--- config.mk ---
export PLATFORM = sky130hd
export DESIGN_NAME = mips_multicycle_ctrl_flat
export DESIGN_NICKNAME = d
export VERILOG_FILES = /design/src/rtl/mips_multicycle_ctrl_if.sv /design/src/rtl/mips_multicycle_ctrl.sv /design/src/flat_wrapper.sv
export SDC_FILE = /design/constraint.sdc
export NUM_CORES = 1
export LEC_CHECK = 0
export ABC_AREA = 1
export CAP_MARGIN = 20
export CORE_ASPECT_RATIO = 1.4
export CORE_MARGIN = 2
export CORE_UTILIZATION = 39
export CTS_BUF_LIST = sky130_fd_sc_hd__clkbuf_4 sky130_fd_sc_hd__clkbuf_8
export CTS_CLUSTER_DIAMETER = 200
export DETAILED_ROUTE_END_ITERATION = 8
export GPL_TIMING_DRIVEN = 0
export PLACE_DENSITY = 0.67
export REMOVE_ABC_BUFFERS = 1
export SKIP_CTS_REPAIR_TIMING = 1
export SYNTH_ARGS = -nofsm -noshare
export SYNTH_HDL_FRONTEND = slang
export SYNTH_SLANG_ARGS = --single-unit
--- constraint.sdc ---
create_clock -name clk -period 2.6 [get_ports clk]
set_input_delay 0.52 -clock clk [delete_from_list [all_inputs] [get_ports clk]]
set_output_delay 0.52 -clock clk [all_outputs]
set_load 0.01 [all_outputs]
--- src/rtl/mips_multicycle_ctrl_if.sv ---
// mips_multicycle_ctrl_if: opcode/memory handshake in, datapath control strobes out
interface mips_multicycle_ctrl_if;
  logic [5:0] op;
  logic       mem_ready;
  logic       pc_write;
  logic       pc_write_cond;
  logic [1:0] pc_source;
  logic       iord;
  logic       mem_read;
  logic       mem_write;
  logic       ir_write;
  logic       mem_to_reg;
  logic       reg_write;
  logic       reg_dst;
  logic       alu_src_a;
  logic [1:0] alu_src_b;
  logic [1:0] alu_op;
  logic       instr_done;
  logic       illegal_op;
  modport master (
    input  op, mem_ready,
    output pc_write, pc_write_cond, pc_source, iord, mem_read, mem_write, ir_write,
           mem_to_reg, reg_write, reg_dst, alu_src_a, alu_src_b, alu_op, instr_done, illegal_op
  );
  modport slave (
    output op, mem_ready,
    input  pc_write, pc_write_cond, pc_source, iord, mem_read, mem_write, ir_write,
           mem_to_reg, reg_write, reg_dst, alu_src_a, alu_src_b, alu_op, instr_done, illegal_op
  );
endinterface

--- src/rtl/mips_multicycle_ctrl.sv ---
// mips_multicycle_ctrl: Moore main-control FSM for the multi-cycle MIPS datapath
module mips_multicycle_ctrl #(
  parameter bit JUMP_EN = 1'b1,
  parameter int CNT_W   = 32
) (
  input  logic                 clk,
  input  logic                 rst_n,
  mips_multicycle_ctrl_if.master bus,
  output logic [CNT_W-1:0]     retired_cnt,
  output logic [3:0]           state_dbg
);
  typedef enum logic [3:0] {
    FETCH = 4'd0, DECODE = 4'd1, MEMADDR = 4'd2, MEMRD = 4'd3, MEMWB = 4'd4,
    MEMWR = 4'd5, EXEC = 4'd6, RWB = 4'd7, BRANCH = 4'd8, JUMP = 4'd9
  } state_t;
  state_t state, nxt;
  logic is_lw, is_sw, is_r, is_beq, is_j, done;
  assign is_lw  = bus.op == 6'b100011;
  assign is_sw  = bus.op == 6'b101011;
  assign is_r   = bus.op == 6'b000000;
  assign is_beq = bus.op == 6'b000100;
  assign is_j   = JUMP_EN && bus.op == 6'b000010;
  // next-state sequencing; unknown encodings fall back to FETCH
  always_comb
    case (state)
      FETCH:   nxt = bus.mem_ready ? DECODE : FETCH;
      DECODE:  nxt = (is_lw || is_sw) ? MEMADDR : is_r ? EXEC : is_beq ? BRANCH : is_j ? JUMP : FETCH;
      MEMADDR: nxt = is_lw ? MEMRD : MEMWR;
      MEMRD:   nxt = bus.mem_ready ? MEMWB : MEMRD;
      MEMWR:   nxt = bus.mem_ready ? FETCH : MEMWR;
      EXEC:    nxt = RWB;
      default: nxt = FETCH;
    endcase
  // outputs follow the state, all held low while reset is asserted
  assign done              = rst_n && (state == MEMWB || state == RWB || state == BRANCH || state == JUMP ||
                                       (state == MEMWR && bus.mem_ready));
  assign bus.instr_done    = done;
  assign bus.illegal_op    = rst_n && state == DECODE && !(is_lw || is_sw || is_r || is_beq || is_j);
  assign bus.mem_read      = rst_n && (state == FETCH || state == MEMRD);
  assign bus.ir_write      = rst_n && state == FETCH && bus.mem_ready;
  assign bus.pc_write      = rst_n && ((state == FETCH && bus.mem_ready) || state == JUMP);
  assign bus.pc_write_cond = rst_n && state == BRANCH;
  assign bus.pc_source     = !rst_n ? 2'b00 : state == BRANCH ? 2'b01 : state == JUMP ? 2'b10 : 2'b00;
  assign bus.iord          = rst_n && (state == MEMRD || state == MEMWR);
  assign bus.mem_write     = rst_n && state == MEMWR;
  assign bus.mem_to_reg    = rst_n && state == MEMWB;
  assign bus.reg_write     = rst_n && (state == MEMWB || state == RWB);
  assign bus.reg_dst       = rst_n && state == RWB;
  assign bus.alu_src_a     = rst_n && (state == MEMADDR || state == EXEC || state == BRANCH);
  assign bus.alu_src_b     = !rst_n ? 2'b00 : state == FETCH ? 2'b01 : state == DECODE ? 2'b11 :
                             state == MEMADDR ? 2'b10 : 2'b00;
  assign bus.alu_op        = !rst_n ? 2'b00 : state == EXEC ? 2'b10 : state == BRANCH ? 2'b01 : 2'b00;
  assign state_dbg         = state;
  // state register and retired-instruction counter (wraps silently)
  always_ff @(posedge clk or negedge rst_n)
    if (!rst_n) begin
      state       <= FETCH;
      retired_cnt <= '0;
    end else begin
      state       <= nxt;
      retired_cnt <= retired_cnt + CNT_W'(done);
    end
endmodule

--- src/flat_wrapper.sv ---
// flat-port wrapper written by rule: the top's interface ports become plain ports
module mips_multicycle_ctrl_flat 
#(
  parameter bit JUMP_EN = 1'b1,
  parameter int CNT_W   = 32
)
  (clk, rst_n, retired_cnt, state_dbg, bus_op, bus_mem_ready, bus_pc_write, bus_pc_write_cond, bus_pc_source, bus_iord, bus_mem_read, bus_mem_write, bus_ir_write, bus_mem_to_reg, bus_reg_write, bus_reg_dst, bus_alu_src_a, bus_alu_src_b, bus_alu_op, bus_instr_done, bus_illegal_op);
  mips_multicycle_ctrl_if bus_i ();
  input  logic clk;
  input  logic rst_n;
  output logic [CNT_W-1:0] retired_cnt;
  output logic [3:0] state_dbg;
  input wire logic [$bits(bus_i.op)-1:0] bus_op;
  input wire logic [$bits(bus_i.mem_ready)-1:0] bus_mem_ready;
  output wire logic [$bits(bus_i.pc_write)-1:0] bus_pc_write;
  output wire logic [$bits(bus_i.pc_write_cond)-1:0] bus_pc_write_cond;
  output wire logic [$bits(bus_i.pc_source)-1:0] bus_pc_source;
  output wire logic [$bits(bus_i.iord)-1:0] bus_iord;
  output wire logic [$bits(bus_i.mem_read)-1:0] bus_mem_read;
  output wire logic [$bits(bus_i.mem_write)-1:0] bus_mem_write;
  output wire logic [$bits(bus_i.ir_write)-1:0] bus_ir_write;
  output wire logic [$bits(bus_i.mem_to_reg)-1:0] bus_mem_to_reg;
  output wire logic [$bits(bus_i.reg_write)-1:0] bus_reg_write;
  output wire logic [$bits(bus_i.reg_dst)-1:0] bus_reg_dst;
  output wire logic [$bits(bus_i.alu_src_a)-1:0] bus_alu_src_a;
  output wire logic [$bits(bus_i.alu_src_b)-1:0] bus_alu_src_b;
  output wire logic [$bits(bus_i.alu_op)-1:0] bus_alu_op;
  output wire logic [$bits(bus_i.instr_done)-1:0] bus_instr_done;
  output wire logic [$bits(bus_i.illegal_op)-1:0] bus_illegal_op;
  assign bus_i.op = bus_op;
  assign bus_i.mem_ready = bus_mem_ready;
  assign bus_pc_write = bus_i.pc_write;
  assign bus_pc_write_cond = bus_i.pc_write_cond;
  assign bus_pc_source = bus_i.pc_source;
  assign bus_iord = bus_i.iord;
  assign bus_mem_read = bus_i.mem_read;
  assign bus_mem_write = bus_i.mem_write;
  assign bus_ir_write = bus_i.ir_write;
  assign bus_mem_to_reg = bus_i.mem_to_reg;
  assign bus_reg_write = bus_i.reg_write;
  assign bus_reg_dst = bus_i.reg_dst;
  assign bus_alu_src_a = bus_i.alu_src_a;
  assign bus_alu_src_b = bus_i.alu_src_b;
  assign bus_alu_op = bus_i.alu_op;
  assign bus_instr_done = bus_i.instr_done;
  assign bus_illegal_op = bus_i.illegal_op;
  mips_multicycle_ctrl #(.JUMP_EN(JUMP_EN), .CNT_W(CNT_W)) u_core (.clk(clk), .rst_n(rst_n), .bus(bus_i), .retired_cnt(retired_cnt), .state_dbg(state_dbg));
endmodule
==> results of run 1 <==
## state kept, by name, summed over array words and instances, names as in the netlist
signal and flops:
u_core.retired_cnt 32, u_core.state_dbg 4
## worst min-delay path by stage
stage,startpoint,end,slack [ps],cells past startpoint
2_1_floorplan,rst_n,u_core.retired_cnt[0]$_DFF_PN0_,220,0
3_3_place_gp,u_core.retired_cnt[31]$_DFF_PN0_,u_core.retired_cnt[31]$_DFF_PN0_,480,2
3_5_place_dp,u_core.retired_cnt[31]$_DFF_PN0_,u_core.retired_cnt[31]$_DFF_PN0_,490,2
4_1_cts,rst_n,u_core.retired_cnt[21]$_DFF_PN0_,380,1
5_1_grt,rst_n,u_core.retired_cnt[5]$_DFF_PN0_,150,1
6_report,rst_n,u_core.retired_cnt[21]$_DFF_PN0_,130,1
## cell families (layout without fill, tap and decap cells)
group / Yosys count / count (layout) / synth area share (%)
AND/OR/NAND/NOR: 225 / 225 / 44.5
buffers and inverters: 40 / 110 / 6.69
flip-flops: 36 / 36 / 39.2
XOR/XNOR: 15 / 15 / 6.04
AO/OA/AOI/OAI: 11 / 11 / 2.56
adder cells (fa/ha/maj): 2 / 2 / 1.09
## layer usage
layer  track usage, %  vias to the layer above  part of all wire [%]
li1                 -                     1148                     -
met1             20.6                     1007                    38
met2             37.9                       62                    57
met3             2.98                        2                   4.2
met4             5.07                        0                  0.72
met5                0                        -                     0
## worst max-delay path: cells and delay by family, from the launching register on
family	cells	cell delay, ps
buf+inv	2	660
flops	1	430
simple gates	2	320
compound gates	1	200
## final cells by class
class,count,area share [%]
clock buffers,6,2.41
clock inverters,2,1.11
inverters,39,4.75
multi-input cells,253,40.2
flip-flops and latches,36,28.5
well taps,70,2.77
repair buffers,63,20.2
## layout by cell type (no fill, tap or decap), types with 2 or more instances in the layout
master           netlist  routed
nor2_4                 7       8
dfrtp_1               36      35
nand4_1                4       4
nand3b_1               2       2
nand2_1              107     107
nor3_1                 3       2
nand2_4                4       4
nor2_2                 7      10
nand2_2                5       5
clkdlybuf4s50_1        0      57
dlymetal6s2s_1         0       4
xnor2_1                5       5
o21ai_0                4       4
inv_1                 37      37
xor2_1                 9       9
nor2_1                66      62
ha_2                   0       2
clkbuf_8               0       5
a21oi_1                5       5
nand3_1               18      18
## synthesized netlist by cell type, drive strengths merged
cell / number
dfrtp: 36
nand3: 19
nor3: 3
o21a: 1
clkinv: 1
nand3b: 2
nor2: 81
ha: 2
nand2: 116
o21ai: 4
a31oi: 1
xnor2: 5
buf: 1
xor2: 10
a21oi: 5
inv: 38
nand4: 4
## where the power goes
part | leakage (nW) | switching (W) | internal (W)
clock | 0.0586 | 0.000202 | 0.000295
sequential | 0.490 | 0.0000339 | 0.000585
combinational | 0.950 | 0.0000895 | 0.0000924
total | 1.50 | 0.000325 | 0.000972
## per-stage QoR
step / setup WS [ps] / std cells / hold WS [ps] / total power, W / area, µm²
floorplan: 295 / 328 / 224 / 0.000696 / 2290
detailed placement: -688 / 460 / 489 / 0.000809 / 3000
global route: -1.30 / 469 / 154 / 0.00136 / 3160
finish: 188 / 469 / 131 / 0.00130 / 3160
CTS: -516 / 468 / 385 / 0.00131 / 3110
global placement: -1970 / 460 / 480 / 0.000806 / 3000
==> flow_summary_export.csv, run 1 <==
group,metric,value,unit
status,run_status,"complete, no violations",
timing,finalHoldViolations,0,
global_route,grt_pass1_vias,2095,
final_layout,nFillCells,572,
global_route,globalRouteTotalUtil,19.4,%
power_and_ir_drop,leakagePower,1.50,nW
timing,post-route-period-util,92.8,%
worst_setup_path,crit_path_cell_trace,"inv_1 -> nor2_1 -> nand2_1 -> a31oi_1 -> clkdlybuf4s50_1",
final_layout,multi_input_area,1270,µm²
clock_tree,cts_tree,"yes",
floorplanning,rows,33,
yosys,syn_area,2300,µm²
worst_setup_path,path_max_fanout,6,
worst_setup_path,timing_worst_setup_path_type,"reg2out",
yosys,synth_cells,329,
final_layout,post-route-util,54.7,%
clock_tree,path_clk_slew,80,ps
final_layout,syn_to_final_growth,37.4,%
route,routedWlPerCell,12.5,µm
timing,clock_skew,9.70,ps
clock_tree,cts-htree-levels,2,
timing,setup_viol,0,
timing,period_minus_slack,2410,ps
worst_setup_path,rrSetupSlack,270,ps
timing,fin_tns_setup,0,ps
worst_setup_path,startpoint_type,"register",
job,maxCapViolCount,0,
final_layout,nNetsFinal,409,
timing,slew_violations,0,
route,wl,5870,µm
worst_setup_path,endpoint,"bus_alu_src_a",
yosys,avgSynthCellArea,6.99,µm²
placement,dpl.hpwl,4690,µm
timing,timing.slew.headroom,75.0,%
timing,worstMarginPinSlew,375,ps
yosys,ys_top_cells_by_area,"dfrtp_1, nand2_1, nor2_1",
worst_setup_path,crit_slowest_cell,"clkdlybuf4s50_1",
worst_setup_path,endpoint_kind,"output port",
worst_setup_path,arrival,1890,ps
worst_setup_path,r2r_cells,14,
route,ant_nets,0,
floorplanning,die_w,68.9,µm
global_route,grt_max_degree,41,
route,drt_iter0_markers,90,
final_layout,antenna-diode-count,0,
yosys,ys_seq_area_share,39.2,%
floorplanning,start_util,39.8,%
floorplanning,ios,63,
yosys,synth_largest_area_cell,"dfrtp_1",
power_and_ir_drop,ir_worst_vdd,250,µV
yosys,synth_seq_cells,36,
worst_setup_path,cpPeakStageDelay,560,ps
floorplanning,die_h,94.9,µm
worst_setup_path,cp.required,2080,ps
worst_hold_path,hp-class,"in2async",
final_layout,drive_gt1_share,11.5,%
global_route,overflow,0,
worst_setup_path,r2r-end,"u_core.retired_cnt[26]$_DFF_PN0_",
clock_tree,cts_buffer_depth,2,
yosys,synth_top_area_share,39.2,%
timing,rsz0062_at_grt,"yes",
floorplanning,die_area,6540,µm²
floorplanning,core_region_area,5780,µm²
timing,fmax,0.415,GHz
yosys,synth_cell_type_count,25,
clock_tree,cts_buffers,5,
route,firstDrtPassIters,4,
placement,place_congestion,0.913,
route,vias_per_cell,4.73,
placement,numPortBuffers,62,
clock_tree,cts-root-buf,"clkbuf_8",
clock_tree,cts_sinks,36,
global_route,grt_pass1_wl,9450,µm
worst_setup_path,r2r_start,"u_core.state_dbg[3]$_DFF_PN0_",
worst_setup_path,crit_start,"u_core.state_dbg[1]$_DFF_PN0_",
route,drc,0,
route,vias,2219,
clock_tree,clk_latency,280,ps
final_layout,register_area,902,µm²
yosys,yosysWarnings,0,
power_and_ir_drop,power.density,410,nW/µm²
global_route,antenna_found_initial,0,
Power figures use the tool's default switching activity.
==> run 2, diff against run 1 <==
--- a/config.mk
+++ b/config.mk
@@ -8,7 +8,6 @@
 export ABC_AREA = 1
 export CAP_MARGIN = 20
 export CORE_ASPECT_RATIO = 1.4
-export CORE_MARGIN = 2
 export CORE_UTILIZATION = 39
 export CTS_BUF_LIST = sky130_fd_sc_hd__clkbuf_4 sky130_fd_sc_hd__clkbuf_8
 export CTS_CLUSTER_DIAMETER = 200
@@ -17,6 +16,7 @@
 export PLACE_DENSITY = 0.67
 export REMOVE_ABC_BUFFERS = 1
 export SKIP_CTS_REPAIR_TIMING = 1
+export SKIP_LAST_GASP = 1
 export SYNTH_ARGS = -nofsm -noshare
 export SYNTH_HDL_FRONTEND = slang
 export SYNTH_SLANG_ARGS = --single-unit
==> run 2 against run 1 <==
Via count up 1.2%. Sequential share of layout area up 0.30 points. Register-to-register slack worse by 50 ps. Largest power group unchanged. Core utilization up 1.2 points. Non-clock buffer count unchanged. Design area down 0.91%. Highest routed layer unchanged. Critical path type is now in2reg. Die area down 4.9%.
==> flow_summary_export.csv, run 2 (synthesized netlist as in run 1, its figures left out) <==
group,metric,value,unit
global_route,globalRouteTotalUtil,20.6,%
route,drt_iter0_markers,109,
timing,finalHoldViolations,0,
placement,dpl.hpwl,4530,µm
clock_tree,cts_buffer_depth,2,
global_route,grt_pass1_wl,9650,µm
worst_setup_path,crit_path_cell_trace,"clkdlybuf4s50_1 -> inv_1 -> o21ai_0 -> nor2_1 -> nor2_2 -> ha_2 -> ha_2 -> nand2_2 -> nor2_4 -> nand2_4 -> nor2_4 -> nand2_1 -> nand2_1 -> nand2_1",
route,firstDrtPassIters,4,
job,maxCapViolCount,0,
global_route,overflow,0,
final_layout,register_area,903,µm²
route,wl,5730,µm
final_layout,layout_commonest_cell,"nand2_1",
final_layout,final_cells,466,
final_layout,layout_common_cells,"nand2_1, nor2_1, clkdlybuf4s50_1",
power_and_ir_drop,switching_share,27.1,%
worst_setup_path,arrival,2600,ps
placement,numPortBuffers,62,
worst_setup_path,cpMostUsedCell,"nand2_1",
timing,fmax,0.413,GHz
final_layout,syn_to_final_growth,36.2,%
route,vias_per_cell,4.82,
route,vias,2245,
clock_tree,path_clk_slew,70,ps
global_route,grt_pass1_vias,2207,
floorplanning,die_h,92.9,µm
placement,place_inst,458,
power_and_ir_drop,leakagePower,1.48,nW
final_layout,nNetsFinal,409,
worst_setup_path,path_max_fanout,4,
timing,slew_violations,0,
final_layout,post-route-util,55.9,%
timing,period_minus_slack,2420,ps
clock_tree,cts_tree,"yes",
floorplanning,core_region_area,5610,µm²
worst_setup_path,cpPeakStageDelay,490,ps
power_and_ir_drop,power.density,381,nW/µm²
worst_setup_path,crit_slowest_cell,"clkdlybuf4s50_1",
worst_setup_path,timing_worst_setup_path_type,"in2reg",
timing,rsz0062_at_grt,"no",
clock_tree,cts-root-buf,"clkbuf_8",
global_route,grt_max_degree,41,
power_and_ir_drop,switchingPower,0.000324,W
final_layout,drive_gt1_share,11.8,%
clock_tree,cts_sinks,36,
worst_setup_path,endpoint_kind,"register",
final_layout,largest_register_ffs,32,
timing,timing.slew.headroom,75.2,%
final_layout,top_register,"u_core.retired_cnt",
floorplanning,start_util,41.0,%
route,drc,0,
power_and_ir_drop,ir_worst_vdd,273,µV
worst_setup_path,rrSetupSlack,220,ps
worst_setup_path,critPathTopFamily,"simple AND/OR/NAND/NOR gates",
worst_setup_path,worstPathBufferInverterCount,2,
final_layout,multi_input_area,1270,µm²
clock_tree,cts_buffers,5,
power_and_ir_drop,p_int,0.000871,W
floorplanning,rows,32,
floorplanning,ios,63,
power_and_ir_drop,p_clk_share,32.7,%
timing,setup_viol,0,
worst_setup_path,startpoint_type,"primary input",
route,ant_nets,0,
timing,worstMarginPinSlew,372,ps
worst_hold_path,hp-class,"in2async",
clock_tree,clk_latency,290,ps
timing,clock_skew,8.98,ps
final_layout,antenna-diode-count,0,
timing,post-route-period-util,93.1,%
final_layout,nFillCells,560,
floorplanning,die_area,6220,µm²
global_route,antenna_found_initial,0,
worst_setup_path,cp.required,2780,ps
clock_tree,cts-htree-levels,2,
route,routedWlPerCell,12.3,µm
status,run_status,"complete, no violations",
power_and_ir_drop,pwr-share-seq,51.9,%
placement,place_congestion,0.928,
power_and_ir_drop,pwr-share-comb,15.4,%
floorplanning,die_w,66.9,µm
-- run 2: final timing paths --
path	from	end	cells after the start
max	bus_mem_ready	u_core.retired_cnt[26]$_DFF_PN0_	14
min in group clk	u_core.retired_cnt[31]$_DFF_PN0_	u_core.retired_cnt[31]$_DFF_PN0_	2
max in group asynchronous	rst_n	u_core.state_dbg[0]$_DFF_PN0_	1
min reg2reg	u_core.retired_cnt[31]$_DFF_PN0_	u_core.retired_cnt[31]$_DFF_PN0_	2
max reg2reg	u_core.state_dbg[3]$_DFF_PN0_	u_core.retired_cnt[26]$_DFF_PN0_	14
min	rst_n	u_core.retired_cnt[4]$_DFF_PN0_	1
-- run 2: power by group through the flow --
stage / combinational [W] / clock (W) / sequential [W]
global placement: 0.000176 / 0 / 0.000630
floorplan: 0.0000585 / 0 / 0.000638
detailed placement: 0.000178 / 0 / 0.000630
CTS: 0.000178 / 0.000397 / 0.000620
global route: 0.000203 / 0.000422 / 0.000625
finish: 0.000184 / 0.000391 / 0.000621
-- run 2: metrics by stage --
step                area [µm²]  setup TNS (ps)  total power [W]  setup slack (ps)  hold WS (ps)
floorplan                 2290               0         0.000696               295           224
global placement          3000          -84210         0.000807             -2080           476
detailed placement        2990          -20120         0.000808              -774           505
CTS                       3080          -11580          0.00120              -553           377
global route              3130               0          0.00125              10.8           153
finish                    3130               0          0.00120               179           129
-- run 2: area by class of cell --
class | count | share of cell area [%]
multi-input combinational | 253 | 40.7
sequential | 36 | 28.8
inverter | 39 | 4.79
clock buffer | 6 | 2.44
clock inverter | 1 | 0.160
tap | 68 | 2.72
timing repair buffer | 63 | 20.4
-- run 2: metal layers --
metal | share of wire (%) | vias up | track usage, %
met5 | 0 | - | 0
met4 | 4.1 | 0 | 10.6
met3 | 4.0 | 18 | 3.20
met2 | 53 | 66 | 38.0
met1 | 39 | 1021 | 21.5
li1 | - | 1140 | -
